## src/rtl/ps2_mouse_ctrl_pkg.sv

```systemverilog
// Shared definitions for the PS/2 mouse controller: init FSM states, command and
// response bytes, and bit positions inside the first byte of a stream packet.
package ps2_mouse_ctrl_pkg;

   typedef enum logic [2:0] {
      SEND_RST  = 3'd0,
      WAIT_ACK1 = 3'd1,
      WAIT_BAT  = 3'd2,
      WAIT_ID   = 3'd3,
      SEND_EN   = 3'd4,
      WAIT_ACK2 = 3'd5,
      STREAM    = 3'd6,
      ERROR     = 3'd7
   } state_e;

   localparam logic [7:0] CMD_RESET    = 8'hFF;
   localparam logic [7:0] CMD_ENABLE   = 8'hF4;
   localparam logic [7:0] RSP_ACK      = 8'hFA;
   localparam logic [7:0] RSP_RESEND   = 8'hFE;
   localparam logic [7:0] RSP_BAT_OK   = 8'hAA;
   localparam logic [7:0] RSP_MOUSE_ID = 8'h00;

   localparam int B0_BTN_LSB = 0;
   localparam int B0_SYNC    = 3;
   localparam int B0_XSIGN   = 4;
   localparam int B0_YSIGN   = 5;
   localparam int B0_XOVF    = 6;
   localparam int B0_YOVF    = 7;

endpackage

```

## src/rtl/ps2_pkt_assembler.sv

```systemverilog
// Collects the three stream bytes into one movement report, resyncing on the
// header sync bit and abandoning a partial packet after a long inter-byte gap.
module ps2_pkt_assembler
   import ps2_mouse_ctrl_pkg::*;
#(
   parameter int unsigned PKT_GAP_CYC = 100_000
) (
   input  logic       clk,
   input  logic       rst_n,
   input  logic       en_i,
   input  logic       clr_i,
   input  logic [7:0] rx_data_i,
   input  logic       rx_ready_i,
   output logic       pkt_valid_o,
   output logic [8:0] dx_o,
   output logic [8:0] dy_o,
   output logic [2:0] btn_o,
   output logic [1:0] ovf_o
);

   logic [1:0]  idx_q, idx_d;
   logic [7:0]  b0_q, b0_d;
   logic [7:0]  b1_q, b1_d;
   logic [31:0] gap_q, gap_d;
   logic        pkt_valid_q, pkt_valid_d;
   logic [8:0]  dx_q, dx_d;
   logic [8:0]  dy_q, dy_d;
   logic [2:0]  btn_q, btn_d;
   logic [1:0]  ovf_q, ovf_d;
   logic        gap_to;
   logic [1:0]  idx_eff;

   always_comb begin
      idx_d       = idx_q;
      b0_d        = b0_q;
      b1_d        = b1_q;
      gap_d       = gap_q;
      pkt_valid_d = 1'b0;
      dx_d        = dx_q;
      dy_d        = dy_q;
      btn_d       = btn_q;
      ovf_d       = ovf_q;
      gap_to      = (idx_q != 2'd0) && (gap_q >= PKT_GAP_CYC);
      // a byte landing on the gap-timeout cycle starts a fresh packet
      idx_eff     = gap_to ? 2'd0 : idx_q;

      if (clr_i || !en_i) begin
         idx_d = 2'd0;
         gap_d = '0;
      end else begin
         idx_d = idx_eff;
         gap_d = (idx_eff == 2'd0) ? '0 : gap_q + 32'd1;
         if (rx_ready_i) begin
            gap_d = '0;
            case (idx_eff)
               2'd0: begin
                  if (rx_data_i[B0_SYNC]) begin
                     b0_d  = rx_data_i;
                     idx_d = 2'd1;
                  end
               end
               2'd1: begin
                  b1_d  = rx_data_i;
                  idx_d = 2'd2;
               end
               default: begin
                  idx_d = 2'd0;
                  if (b0_q[B0_SYNC]) begin
                     pkt_valid_d = 1'b1;
                     dx_d        = {b0_q[B0_XSIGN], b1_q};
                     dy_d        = {b0_q[B0_YSIGN], rx_data_i};
                     btn_d       = b0_q[B0_BTN_LSB +: 3];
                     ovf_d       = {b0_q[B0_YOVF], b0_q[B0_XOVF]};
                  end
               end
            endcase
         end
      end
   end

   always_ff @(posedge clk or negedge rst_n) begin
      if (!rst_n) begin
         idx_q       <= 2'd0;
         b0_q        <= 8'h00;
         b1_q        <= 8'h00;
         gap_q       <= '0;
         pkt_valid_q <= 1'b0;
         dx_q        <= 9'h000;
         dy_q        <= 9'h000;
         btn_q       <= 3'b000;
         ovf_q       <= 2'b00;
      end else begin
         idx_q       <= idx_d;
         b0_q        <= b0_d;
         b1_q        <= b1_d;
         gap_q       <= gap_d;
         pkt_valid_q <= pkt_valid_d;
         dx_q        <= dx_d;
         dy_q        <= dy_d;
         btn_q       <= btn_d;
         ovf_q       <= ovf_d;
      end
   end

   assign pkt_valid_o = pkt_valid_q;
   assign dx_o        = dx_q;
   assign dy_o        = dy_q;
   assign btn_o       = btn_q;
   assign ovf_o       = ovf_q;

endmodule

```

## src/rtl/ps2_mouse_ctrl.sv

```systemverilog
// PS/2 mouse controller: reset/enable init handshake with retries and timeouts,
// then hands incoming stream bytes to the packet assembler.
module ps2_mouse_ctrl
   import ps2_mouse_ctrl_pkg::*;
#(
   parameter int unsigned TIMEOUT_CYC = 50_000_000,
   parameter int unsigned PKT_GAP_CYC = 100_000,
   parameter int unsigned MAX_RETRY   = 3
) (
   input  logic       clk,
   input  logic       rst_n,
   input  logic       init_req,
   input  logic [7:0] rx_data,
   input  logic       rx_ready,
   input  logic       tx_busy,
   output logic [7:0] tx_data,
   output logic       tx_start,
   output logic       pkt_valid,
   output logic [8:0] dx,
   output logic [8:0] dy,
   output logic [2:0] btn,
   output logic [1:0] ovf,
   output logic       init_done,
   output logic       init_error
);

   state_e      state_q, state_d;
   logic [31:0] to_q, to_d;
   logic [31:0] retry_q, retry_d;
   logic        tx_start_q, tx_start_d;
   logic [7:0]  tx_data_q, tx_data_d;
   logic        fail;
   logic        is_wait;

   always_comb begin
      state_d    = state_q;
      retry_d    = retry_q;
      tx_start_d = 1'b0;
      tx_data_d  = tx_data_q;
      fail       = 1'b0;
      is_wait    = state_q inside {WAIT_ACK1, WAIT_BAT, WAIT_ID, WAIT_ACK2};

      if (init_req) begin
         state_d = SEND_RST;
         retry_d = '0;
      end else begin
         case (state_q)
            SEND_RST: if (!tx_busy) begin
               tx_start_d = 1'b1;
               tx_data_d  = CMD_RESET;
               state_d    = WAIT_ACK1;
            end
            SEND_EN: if (!tx_busy) begin
               tx_start_d = 1'b1;
               tx_data_d  = CMD_ENABLE;
               state_d    = WAIT_ACK2;
            end
            WAIT_ACK1: if (rx_ready) begin
               if (rx_data == RSP_ACK)         state_d = WAIT_BAT;
               else if (rx_data == RSP_RESEND) state_d = SEND_RST;
               else                            fail    = 1'b1;
            end
            WAIT_BAT: if (rx_ready) begin
               if (rx_data == RSP_BAT_OK) state_d = WAIT_ID;
               else                       fail    = 1'b1;
            end
            WAIT_ID: if (rx_ready) begin
               if (rx_data == RSP_MOUSE_ID) state_d = SEND_EN;
               else                         fail    = 1'b1;
            end
            WAIT_ACK2: if (rx_ready) begin
               if (rx_data == RSP_ACK)         state_d = STREAM;
               else if (rx_data == RSP_RESEND) state_d = SEND_EN;
               else                            fail    = 1'b1;
            end
            default: ;
         endcase

         // a byte arriving on the timeout cycle is judged on its value instead
         if (is_wait && !rx_ready && (to_q >= TIMEOUT_CYC)) fail = 1'b1;

         if (fail) begin
            retry_d = retry_q + 32'd1;
            state_d = (retry_q + 32'd1 >= MAX_RETRY) ? ERROR : SEND_RST;
         end
      end

      to_d = (is_wait && !rx_ready && (state_d == state_q)) ? to_q + 32'd1 : '0;
   end

   always_ff @(posedge clk or negedge rst_n) begin
      if (!rst_n) begin
         state_q    <= SEND_RST;
         to_q       <= '0;
         retry_q    <= '0;
         tx_start_q <= 1'b0;
         tx_data_q  <= 8'h00;
      end else begin
         state_q    <= state_d;
         to_q       <= to_d;
         retry_q    <= retry_d;
         tx_start_q <= tx_start_d;
         tx_data_q  <= tx_data_d;
      end
   end

   assign tx_start   = tx_start_q;
   assign tx_data    = tx_data_q;
   assign init_done  = (state_q == STREAM);
   assign init_error = (state_q == ERROR);

   ps2_pkt_assembler #(
      .PKT_GAP_CYC (PKT_GAP_CYC)
   ) u_asm (
      .clk         (clk),
      .rst_n       (rst_n),
      .en_i        (state_q == STREAM),
      .clr_i       (init_req),
      .rx_data_i   (rx_data),
      .rx_ready_i  (rx_ready),
      .pkt_valid_o (pkt_valid),
      .dx_o        (dx),
      .dy_o        (dy),
      .btn_o       (btn),
      .ovf_o       (ovf)
   );

endmodule

```

## config.mk

```make
export PLATFORM = sky130hd
export DESIGN_NAME = ps2_mouse_ctrl
export DESIGN_NICKNAME = d
export VERILOG_FILES = /design/src/rtl/ps2_mouse_ctrl_pkg.sv /design/src/rtl/ps2_pkt_assembler.sv /design/src/rtl/ps2_mouse_ctrl.sv
export SDC_FILE = /design/constraint.sdc
export NUM_CORES = 1
export LEC_CHECK = 0
export ABC_AREA = 1
export ABC_CLOCK_PERIOD_IN_PS = 2600
export BUFFER_PORTS_ARGS = -buffer_cell sky130_fd_sc_hd__buf_2
export CAP_MARGIN = 20
export CORE_ASPECT_RATIO = 2
export CORE_MARGIN = 2
export CORE_UTILIZATION = 45
export CTS_BUF_LIST = sky130_fd_sc_hd__clkbuf_2
export DETAILED_ROUTE_END_ITERATION = 7
export GPL_TIMING_DRIVEN = 0
export PLACE_DENSITY = 0.71
export SYNTH_ARGS = -nofsm -noshare
export SYNTH_HDL_FRONTEND = slang
export SYNTH_HIERARCHICAL = 1
export SYNTH_SLANG_ARGS = --single-unit
```

## constraint.sdc

```tcl
create_clock -name clk -period 2.6 [get_ports clk]
set_clock_uncertainty 0.05 [all_clocks]
set_input_delay 0.39 -clock clk [delete_from_list [all_inputs] [get_ports clk]]
set_output_delay 0.39 -clock clk [all_outputs]
set_load 0.01 [all_outputs]
```

==> results of run 1 <==
## through the flow
step | utilization, % | setup TNS (ps)
6_report | 53.2 | -1730
5_1_grt | 53.2 | -5410
4_1_cts | 52.3 | -1530
3_5_place_dp | 49.3 | -9300
3_3_place_gp | 49.1 | -144890
2_1_floorplan | - | 0
## metal layers
layer  track usage, %  vias to the layer above  wire length (um)
li1                 -                     3123                 -
met1             24.6                     2923              6920
met2             31.0                      171              8120
met3             3.05                       35               751
met4             6.48                        0               350
met5                0                        -                 0
## worst reg2reg max path: cells and delay by family, from the launching register on
family	cells	cell delay [ps]
simple gates	18	1580
buf+inv	2	310
flops	1	470
fa+ha+maj	1	200
## kinds of logic (layout without fill, tap and decap cells)
| logic type | count (synthesis) | in the layout | synth area share (%) |
|---|---|---|---|
| other | 2 | 22 | 0.0990 |
| and+or+nand+nor | 547 | 547 | 34.3 |
| adders and majority gates | 6 | 6 | 0.990 |
| xor gates and xnor gates | 40 | 40 | 4.72 |
| DFF | 144 | 144 | 47.5 |
| buffers and inverters | 121 | 226 | 7.04 |
| AOI/OAI and AO/OA | 68 | 68 | 5.31 |
## power by group through the flow
stage / Clock (uW) / Sequential, uW / Combinational [uW]
global route: 1380 / 2430 / 1230
CTS: 1280 / 2410 / 1020
floorplan: 0 / 2450 / 620
detailed placement: 0 / 2460 / 864
global placement: 0 / 2460 / 849
finish: 1230 / 2410 / 1120
## final timing paths
path / from / endpoint / slack [ps] / cells past startpoint
worst max-delay path: retry_q[1] / to_q[6] / -100 / 21
worst min-delay path: rx_ready / u_asm/idx_q[1] / 50 / 4
worst max register to register: retry_q[1] / to_q[6] / -100 / 21
worst min register to register: to_q[0] / to_q[0] / 420 / 1
max in group asynchronous: rst_n / retry_q[30] / 1570 / 3
min in group asynchronous: rst_n / u_asm/gap_q[2] / 80 / 2
## state kept, by name, summed over array words and instances, names as in the netlist
register	cells
retry_q	32
to_q	32
u_asm/gap_q	32
u_asm/dx_o	9
u_asm/dy_o	9
u_asm/b0_q	8
u_asm/b1_q	8
state_q	3
u_asm/btn_o	3
tx_data	2
u_asm/idx_q	2
u_asm/ovf_o	2
tx_start	1
u_asm/pkt_valid_o	1
## cell usage after synthesis (2+ instances only)
cell type  number
o22ai_1        19
ha_1            6
xor2_1         31
dfrtp_1       144
nor2_1        117
nor2_2         10
nand4_4         2
nor2_4         29
o21a_1          2
inv_2           2
nand2_4         3
nor3_1         14
buf_2           6
inv_1          97
buf_6           2
buf_12          2
nand2_2        12
nand2_1       265
nand3b_1        2
nand4_1        15
o21ai_0        21
o21bai_1        2
clkbuf_1        4
nand3_1        64
or2_2           3
buf_4           6
conb_1          2
and2_1          4
xnor2_1         8
o21ai_1        17
a21oi_1         5
## cell type report
class	instances	area share (%)
antenna	1	0.0284
buffer	20	1.79
clock buffer	18	1.02
clock inverter	14	1.53
inverter	101	4.37
multi-input combinational	682	41.4
sequential	144	40.9
tap	207	2.94
timing repair buffer	73	6.03
## what timing repair did
action                                  4_1_cts  5_1_grt
pin swaps                                    10        9
hold buffers                                 12        0
setup buffers                                 6        5
resized for setup                            20       24
hold endpoints to repair                    165        0
cloned                                        1        1
endpoints found under the setup margin       46       47
==> impl_metrics.csv, run 1 <==
group,metric,value,unit
status,run_status,"finished with violations",
status,violations,"negative setup slack",
synth,ys_seq_area_share,47.5,%
routing,finalWirelength,16100,um
critical_path,critPathTopFamily,"simple AND/OR/NAND/NOR gates",
synth,syn_area_per_cell,8.17,um^2
job,drv_cap,0,
routing,drt_iter0_markers,329,
critical_path,path_cells,"ha_4 -> nand2_4 -> nor2_4 -> nand2_2 -> buf_4 -> nand2_1 -> nand2_1 -> nand2_1 -> nor2_1 -> nand2_1 -> nor2_1 -> nand2_2 -> nor2_4 -> nand3_4 -> nand2_2 -> nand2_2 -> nand2_2 -> nor2_4 -> nand2_4 -> clkbuf_16 -> nor2_4",
routing,dr.pass1.iters,7,
critical_path,critical_path_peak_fanout,7,
grt,grt_max_degree,105,
critical_path,required,3170,ps
layout,area.sequential,0.00360,mm^2
clock_tree,cts_tree,"done",
layout,final_cells,1260,
power_and_ir_drop,sw_frac_of_total,34.4,%
layout,design_area,0.00882,mm^2
die,die_h,188,um
critical_path,cp.arrival,3270,ps
clock_tree,clkSlewWorstSetupHoldPaths,220,ps
layout,fin_nets,1058,
timing,hold_viol,0,
layout,fillers,1524,
clock_tree,clock_sinks,144,
grt,antenna_found_initial,1,
synth,synthTopCellsByArea,"dfrtp_1 48%, nand2_1 13%, nor2_1 5.8%",
synth,synth.top_cell.area_share,47.5,%
placed_design,dp_hpwl,11200,um
timing,finalCritPeriodShare,104,%
routing,ant_nets,0,
clock_tree,cts_made_buffers,17,
layout,multiInputGateArea,0.00366,mm^2
synth,synth_top_cell_by_area,"dfrtp_1",
die,dieArea,0.0180,mm^2
power_and_ir_drop,power_frac_comb,23.5,%
grt,track_usage,18.8,%
placed_design,dpl.cell_count,1202,
routing,drcViolationCount,0,
timing,max_slew_margin,66.1,%
synth,yosys_most_used_dff,"dfrtp_1",
timing,tightest_slew,508,ps
timing,setup_violations,26,
synth,synth_cells,928,
synth,yosys_warnings,6,
routing,vias,6252,
critical_path,max_stage_delay,470,ps
die,rows,67,
timing,setup_ws,-98.8,ps
die,start_util,45.7,%
timing,rsz0062_at_grt,"true",
critical_path,critPathLaunchType,"register",
placed_design,placed_area,0.00819,mm^2
power_and_ir_drop,powerDensity,539,mW/mm^2
critical_path,end_kind,"register",
layout,drive_above_1_share,19.9,%
die,die_w,95.8,um
timing,timing.hold.ws,50.8,ps
synth,ys_ff_latch,144,
power_and_ir_drop,p_leak,0.00416,uW
clock_tree,insertion_delay,720,ps
die,design.core.area,0.0166,mm^2
timing,timing.fmax,371,MHz
power_and_ir_drop,seq_power_share,50.7,%
synth,async_flop_share,100,%
placed_design,pre_cts_ws,-281,ps
clock_tree,cts_root_buffer,"clkbuf_2",
layout,layout_commonest_cell,"nand2_1",
placed_design,portBuffers,47,
power_and_ir_drop,power,4760,uW
power_and_ir_drop,ir_drop,370,uV
grt,grt_pass1_vias,5927,
clock_tree,htree_num_levels,4,
critical_path,critPathKind,"register to register",
power_and_ir_drop,power_switching,1640,uW
critical_path,cp_common_cell,"nand2_2",
layout,final_cell_mix,"255 x nand2_1, 143 x dfrtp_1, 112 x nor2_1",
clock_tree,clock_path_buffers,2,
critical_path,crit_buf_inv,2,
hold_path,hold_path.class,"input port to register",
routing,via_per_inst,4.96,
placed_design,gp_congestion,0.887,
die,io_pins,48,
routing,wire_per_inst,12.8,um
synth,synth-edff-count,0,
synth,yosysUniqueCellTypes,43,
power_and_ir_drop,p_int,3120,uW
timing,slew_violations,0,
timing,min_period,2700,ps
power_and_ir_drop,power.clock.fraction,25.7,%
synth,syn_area,0.00759,mm^2
grt,gr-total-overflow,0,
grt,grt_pass1_wl,27100,um
layout,area_growth,16.3,%
critical_path,cpMaxStageDelayCell,"dfrtp_1",
Note: power is estimated with default switching activity, not from simulation.
==> run 2: changes to the inputs <==
--- a/config.mk
+++ b/config.mk
@@ -15,8 +15,7 @@
 export CTS_BUF_LIST = sky130_fd_sc_hd__clkbuf_2
 export DETAILED_ROUTE_END_ITERATION = 7
 export GPL_TIMING_DRIVEN = 0
-export PLACE_DENSITY = 0.71
+export PLACE_DENSITY = 0.72
 export SYNTH_ARGS = -nofsm -noshare
 export SYNTH_HDL_FRONTEND = slang
-export SYNTH_HIERARCHICAL = 1
 export SYNTH_SLANG_ARGS = --single-unit
==> impl_metrics.csv, run 2 <==
group,metric,value,unit
placed_design,pre_cts_ws,-361,ps
routing,wire_per_inst,14.2,um
critical_path,reg2reg_from,"retry_q[1]",
layout,area_growth,22.1,%
timing,setup_violations,26,
synth,synth-edff-count,0,
synth,yosys_warnings,0,
synth,synth_cells,908,
placed_design,gp_congestion,0.979,
critical_path,worstRegToRegCells,20,
critical_path,cpMaxStageDelayCell,"dfrtp_2",
synth,synth_top_cell_by_area,"dfrtp_1",
clock_tree,htree_num_levels,4,
power_and_ir_drop,power,5210,uW
placed_design,dp_hpwl,12800,um
clock_tree,cts_tree,"done",
layout,final_cells,1249,
die,start_util,45.8,%
grt,grt_pass1_wl,28400,um
routing,vias,6384,
timing,finalCritPeriodShare,104,%
timing,slew_violations,0,
synth,yosys.cell_count.top_type,"nand2_1",
layout,final_util,56.0,%
clock_tree,cts_made_buffers,17,
synth,synthTopCellsByArea,"dfrtp_1 50%, nand2_1 13%, nor2_1 5.6%",
routing,wl_met2,10000,um
power_and_ir_drop,p_leak,0.00402,uW
critical_path,cp-endpoint,"to_q[25]",
synth,syn_area_per_cell,7.92,um^2
timing,timing.fmax,369,MHz
critical_path,max_stage_delay,510,ps
die,die_h,183,um
timing,setup_ws,-112,ps
layout,drive_above_1_share,21.1,%
timing,max_slew_margin,53.9,%
critical_path,cp.arrival,3280,ps
routing,route.met3.wl,573,um
critical_path,critPathLaunchType,"register",
synth,ys_seq_area_share,50.1,%
routing,dr.max_layer_used,"met4",
grt,antenna_found_initial,1,
die,die_w,93.4,um
critical_path,critPathKind,"register to register",
job,drv_cap,0,
clock_tree,clock_path_buffers,2,
timing,rsz0062_at_grt,"true",
critical_path,required,3170,ps
grt,track_usage,21.3,%
die,io_pins,48,
critical_path,r2r_end,"to_q[25]",
power_and_ir_drop,powerDensity,594,mW/mm^2
clock_tree,cts_root_buffer,"clkbuf_2",
hold_path,hold_path.class,"input port to register",
timing,tightest_slew,689,ps
synth,syn_area,0.00719,mm^2
clock_tree,clock_sinks,144,
routing,drt_iter0_markers,348,
power_and_ir_drop,ir_drop,255,uV
synth,yosysUniqueCellTypes,36,
synth,async_flop_share,100,%
routing,dr.pass1.iters,5,
synth,synth.top_cell.area_share,50.1,%
critical_path,critical_path_peak_fanout,7,
timing,min_period,2710,ps
routing,via_per_inst,5.11,
grt,grt_pass1_vias,6247,
grt,gr-total-overflow,0,
critical_path,cp_common_cell,"nand2_1",
critical_path,end_kind,"register",
layout,largestRegisters,"retry_q (32), to_q (32), u_asm.gap_q (32)",
placed_design,portBuffers,45,
clock_tree,insertion_delay,720,ps
placed_design,dpl.cell_count,1175,
status,run_status,"finished with violations",
layout,final_cell_mix,"237 x nand2_1, 139 x dfrtp_1, 102 x inv_1",
synth,yosys-top-cells-count,"251 x nand2_1, 144 x dfrtp_1, 107 x nor2_1",
die,design.core.area,0.0157,mm^2
routing,drcViolationCount,0,
die,rows,65,
timing,setup-tns-final,-2260,ps
critical_path,reg2reg_slack,-110,ps
routing,ant_nets,0,
clock_tree,clkSlewWorstSetupHoldPaths,220,ps
critical_path,path_cells,"ha_4 -> nand3_4 -> inv_4 -> nand2_1 -> nand2_1 -> nand2_1 -> nand2_1 -> nor2_1 -> nand2_2 -> nor2_2 -> nand3_2 -> nor2_2 -> nand2_2 -> nand2_1 -> nand2_1 -> nand2_2 -> nor2_4 -> nand2_4 -> clkbuf_16 -> nor2_2",
layout,fin_nets,1053,
die,dieArea,0.0171,mm^2
layout,layout_commonest_cell,"nand2_1",
timing,hold_viol,0,
synth,ys_ff_latch,144,
routing,drt-met1-wl,6270,um
synth,yosys_most_used_dff,"dfrtp_1",
critical_path,crit_path_start,"retry_q[1]",
grt,grt_max_degree,79,
routing,finalWirelength,17800,um
status,violations,"negative setup slack",
-- run 2: worst min path at each step --
stage	start	endpoint	slack (ps)	depth (start not counted)
6_report	init_req	retry_q[28]	140	2
5_1_grt	rst_n	retry_q[11]	100	2
4_1_cts	init_req	retry_q[28]	50	2
3_5_place_dp	rst_n	retry_q[3]	400	1
3_3_place_gp	u_asm.b0_q[3]	u_asm.b0_q[3]	390	2
2_1_floorplan	rst_n	retry_q[0]	40	0
-- run 2: layout make-up --
cell class | instances | area [um^2]
Fill cell | 1426 | 6910
Sequential cell | 144 | 3610
Multi-Input combinational cell | 654 | 3420
Timing Repair Buffer | 88 | 673
Inverter | 104 | 393
Tap cell | 201 | 251
Clock inverter | 15 | 190
Buffer | 25 | 158
Clock buffer | 17 | 85.1
Antenna cell | 1 | 2.50
-- run 2: logic make-up after synthesis --
kind of cell | count (synthesis) | share of synthesized area, %
flops | 144 | 50.1
fa+ha+maj | 6 | 1.04
xor+xnor | 30 | 3.65
buf+inv | 130 | 7.34
compound gates | 80 | 6.00
simple gates | 517 | 31.8
other cells | 1 | 0.0521
-- run 2: repair_timing --
action                     4_1_cts  5_1_grt
cloned                           0        2
hold buffers                    11        0
buffers inserted                 5       24
hold endpoints to repair        93        0
resized for setup               22       70
pin swaps                        7       17
setup endpoints to repair       57       67
-- run 2: critical path, delay by kind of cell (launching register included) --
family        cells  cell delay, ps
simple gates     17            1640
flops             1             510
buf+inv           2             260
fa+ha+maj         1             190
-- run 2: power breakdown --
part,internal [uW],total [uW],leakage (uW),switching (uW)
combinational,467,1260,0.00192,792
clock,495,1430,0.000161,932
sequential,2390,2530,0.00193,140
-- run 2: metrics by stage --
step                      area, um^2  hold slack, ps
after CTS                       8310            46.9
after global routing            8780             103
final                           8780             141
after floorplan                 7270            44.4
after global placement          7740             395
after detailed placement        7780             397
-- run 2: per-layer routing --
metal  track usage, %  up-vias
met5                0        -
met4             12.6        0
met3             4.27       61
met2             40.6      156
met1             20.3     3043
li1                 -     3124
==> run 3: changes to the inputs <==
--- a/config.mk
+++ b/config.mk
@@ -5,7 +5,6 @@
 export SDC_FILE = /design/constraint.sdc
 export NUM_CORES = 1
 export LEC_CHECK = 0
-export ABC_AREA = 1
 export ABC_CLOCK_PERIOD_IN_PS = 2600
 export BUFFER_PORTS_ARGS = -buffer_cell sky130_fd_sc_hd__buf_2
 export CAP_MARGIN = 20
==> impl_metrics.csv, run 3 <==
group,metric,value,unit
routing,vias,6045,
placed_design,placed_area,0.00791,mm^2
power_and_ir_drop,power.clock.fraction,19.1,%
die,start_util,45.8,%
synth,async_flop_share,100,%
routing,via_per_inst,5.65,
critical_path,critPathKind,"register to register",
timing,finalCritPeriodShare,135,%
power_and_ir_drop,power_frac_comb,44.9,%
synth,ys_seq_area_share,49.8,%
routing,drcViolationCount,0,
synth,synth_compound_area_share,5.02,%
critical_path,critPathLaunchType,"register",
timing,slew_violations,0,
die,rows,65,
synth,synth_top_family_by_area,"simple AND/OR/NAND/NOR gates",
synth,ys_ff_latch,144,
die,design.core.area,0.0158,mm^2
synth,yosys_most_used_dff,"dfrtp_1",
hold_path,min-delay-start,"rx_ready",
status,run_status,"finished with violations",
synth,yosys.area_share.simple,24.9,%
synth,yosys.cell_count.top_type,"dfrtp_1",
clock_tree,htree_num_levels,4,
clock_tree,clock_sinks,144,
critical_path,required,3120,ps
synth,synth_xor_area_share,8.96,%
die,die_w,93.7,um
die,die_h,183,um
synth,synthAdderAreaFrac,1.04,%
layout,drive_above_1_share,36.6,%
layout,largestRegisters,"retry_q (32), to_q (32), u_asm.gap_q (32)",
routing,drt_iter0_markers,309,
routing,dr.pass1.iters,5,
layout,final_cell_mix,"134 x dfrtp_1, 79 x nor2_1, 53 x buf_4",
synth,synth-edff-count,0,
synth,synth.area.mux_share,6.35,%
grt,grt_pass1_wl,29800,um
layout,final_util,61.0,%
layout,area_growth,33.0,%
power_and_ir_drop,power_switching,2420,uW
critical_path,crit_buf_inv,3,
synth,synth_top_cell_by_area,"dfrtp_1",
routing,wire_per_inst,18.0,um
grt,track_usage,22.2,%
critical_path,reg2reg_slack,-900,ps
critical_path,r2r_end,"to_q[7]",
power_and_ir_drop,seq_power_share,36.0,%
clock_tree,clock_path_buffers,2,
critical_path,max_stage_delay,580,ps
power_and_ir_drop,ir_drop,560,uV
critical_path,cpMaxStageDelayCell,"or4_4",
power_and_ir_drop,p_int,4360,uW
timing,max_slew_margin,23.2,%
die,io_pins,48,
job,drv_cap,0,
critical_path,cp_common_cell,"or4_4",
clock_tree,insertion_delay,730,ps
clock_tree,cts_tree,"done",
clock_tree,cts_root_buffer,"clkbuf_2",
layout,layout_commonest_cell,"dfrtp_1",
placed_design,dp_hpwl,11600,um
timing,min_period,3500,ps
critical_path,worstRegToRegCells,12,
critical_path,path_cells,"buf_6 -> nand4_4 -> or4_4 -> or4_4 -> o21ai_2 -> nand3_2 -> or4_4 -> and4_4 -> nor3_4 -> buf_6 -> clkbuf_16 -> nor4_4",
power_and_ir_drop,p_leak,0.00419,uW
die,dieArea,0.0172,mm^2
layout,fin_nets,872,
timing,setup_ws,-902,ps
power_and_ir_drop,powerDensity,706,mW/mm^2
placed_design,portBuffers,46,
critical_path,critical_path_peak_fanout,7,
layout,design_area,0.00962,mm^2
synth,synth.top_cell.area_share,49.8,%
synth,yosys_warnings,0,
critical_path,critPathTopFamily,"simple AND/OR/NAND/NOR gates",
timing,hold_viol,0,
synth,synthTopCellsByArea,"dfrtp_1 50%, mux2_2 6.1%, xor2_1 5.2%",
grt,antenna_found_initial,1,
timing,rsz0062_at_grt,"true",
status,violations,"negative setup slack",
synth,syn_area_per_cell,10.5,um^2
critical_path,reg2reg_from,"retry_q[4]",
timing,timing.fmax,286,MHz
grt,grt_max_degree,75,
clock_tree,clkSlewWorstSetupHoldPaths,210,ps
clock_tree,cts_made_buffers,17,
hold_path,hold_path.class,"input port to register",
timing,setup-tns-final,-31940,ps
synth,yosysUniqueCellTypes,62,
synth,yosys-top-cells-count,"144 x dfrtp_1, 83 x nor2_1, 53 x nand2_1",
synth,syn_area,0.00723,mm^2
timing,tightest_slew,1150,ps
power_and_ir_drop,sw_frac_of_total,35.7,%
critical_path,cp.arrival,4020,ps
timing,setup_violations,55,
critical_path,end_kind,"register",
hold_path,min_path_cells,5,
routing,finalWirelength,19300,um
synth,synth_cells,690,
placed_design,gp_congestion,0.916,
grt,grt_pass1_vias,6202,
routing,ant_nets,0,
grt,gr-total-overflow,0,
hold_path,whs_endpoint,"state_q[2]",
## run 3: routing by layer
| layer | up-vias | share of wire [%] | wire length (um) | global-route usage (%) |
|---|---|---|---|---|
| met1 | 3006 | 33 | 6390 | 21.2 |
| met4 | 0 | 6.0 | 1170 | 14.3 |
| li1 | 2749 | - | - | - |
| met3 | 89 | 3.2 | 613 | 3.57 |
| met2 | 201 | 58 | 11100 | 42.2 |
| met5 | - | 0 | 0 | 0 |
## run 3: power by group through the flow
stage | Sequential, uW | Clock [uW] | Combinational, uW
floorplan | 2460 | 0 | 899
global placement | 2480 | 0 | 1200
detailed placement | 2490 | 0 | 1220
CTS | 2430 | 1340 | 2310
global route | 2460 | 1420 | 3170
finish | 2440 | 1300 | 3050
## run 3: cells by family after synthesis
kind of cell,Yosys count
AO/OA/AOI/OAI,49
multiplexers,41
flip-flops,144
XOR/XNOR,74
adder cells (fa/ha/maj),6
AND/OR/NAND/NOR,318
buffers and inverters,57
other,1
## run 3: worst max-delay path by stage
stage | end | cells past startpoint | slack (ps) | start
floorplan | to_q[18] | 11 | -550 | retry_q[4]
global placement | to_q[20] | 10 | -1310 | rx_data[4]
detailed placement | to_q[17] | 10 | -1340 | rx_data[4]
CTS | to_q[7] | 12 | -780 | retry_q[2]
global route | to_q[11] | 13 | -990 | retry_q[3]
finish | to_q[7] | 12 | -900 | retry_q[4]
## run 3: final cells by class
| class | instances | area (um^2) |
|---|---|---|
| Antenna cell | 2 | 5.00 |
| Sequential cell | 144 | 3620 |
| Inverter | 15 | 61.3 |
| Timing Repair Buffer | 129 | 1080 |
| Clock buffer | 18 | 90.1 |
| Multi-Input combinational cell | 509 | 4030 |
| Buffer | 37 | 342 |
| Clock inverter | 14 | 148 |
| Fill cell | 1245 | 6160 |
| Tap cell | 201 | 251 |
## run 3: worst register-to-register path: stages (launching register included)
cell       delay, ps
dfrtp_1          380
buf_6            120
nand4_4          140
or4_4            580
or4_4            550
o21ai_2          160
nand3_2          120
or4_4            420
and4_4           220
nor3_4           140
buf_6            200
clkbuf_16        200
nor4_4            50
## run 3: what timing repair did
| action | in CTS | in global routing |
|---|---|---|
| pin swaps | 39 | 38 |
| hold buffers | 11 | 0 |
| hold endpoints to repair | 96 | 0 |
| resized for setup | 112 | 51 |
| setup buffers | 47 | 24 |
| setup endpoints to repair | 81 | 75 |
| gates cloned | 1 | 4 |
## run 3: through the flow
stage                     setup WS, ps  hold WS (ps)  cells  total power [uW]
final                             -902           121   1069              6790
after global routing              -990           114   1068              7040
after CTS                         -778          7.12   1044              6080
after detailed placement         -1340           405    958              3710
after global placement           -1310           396    957              3690
after floorplan                   -548          44.4    710              3360
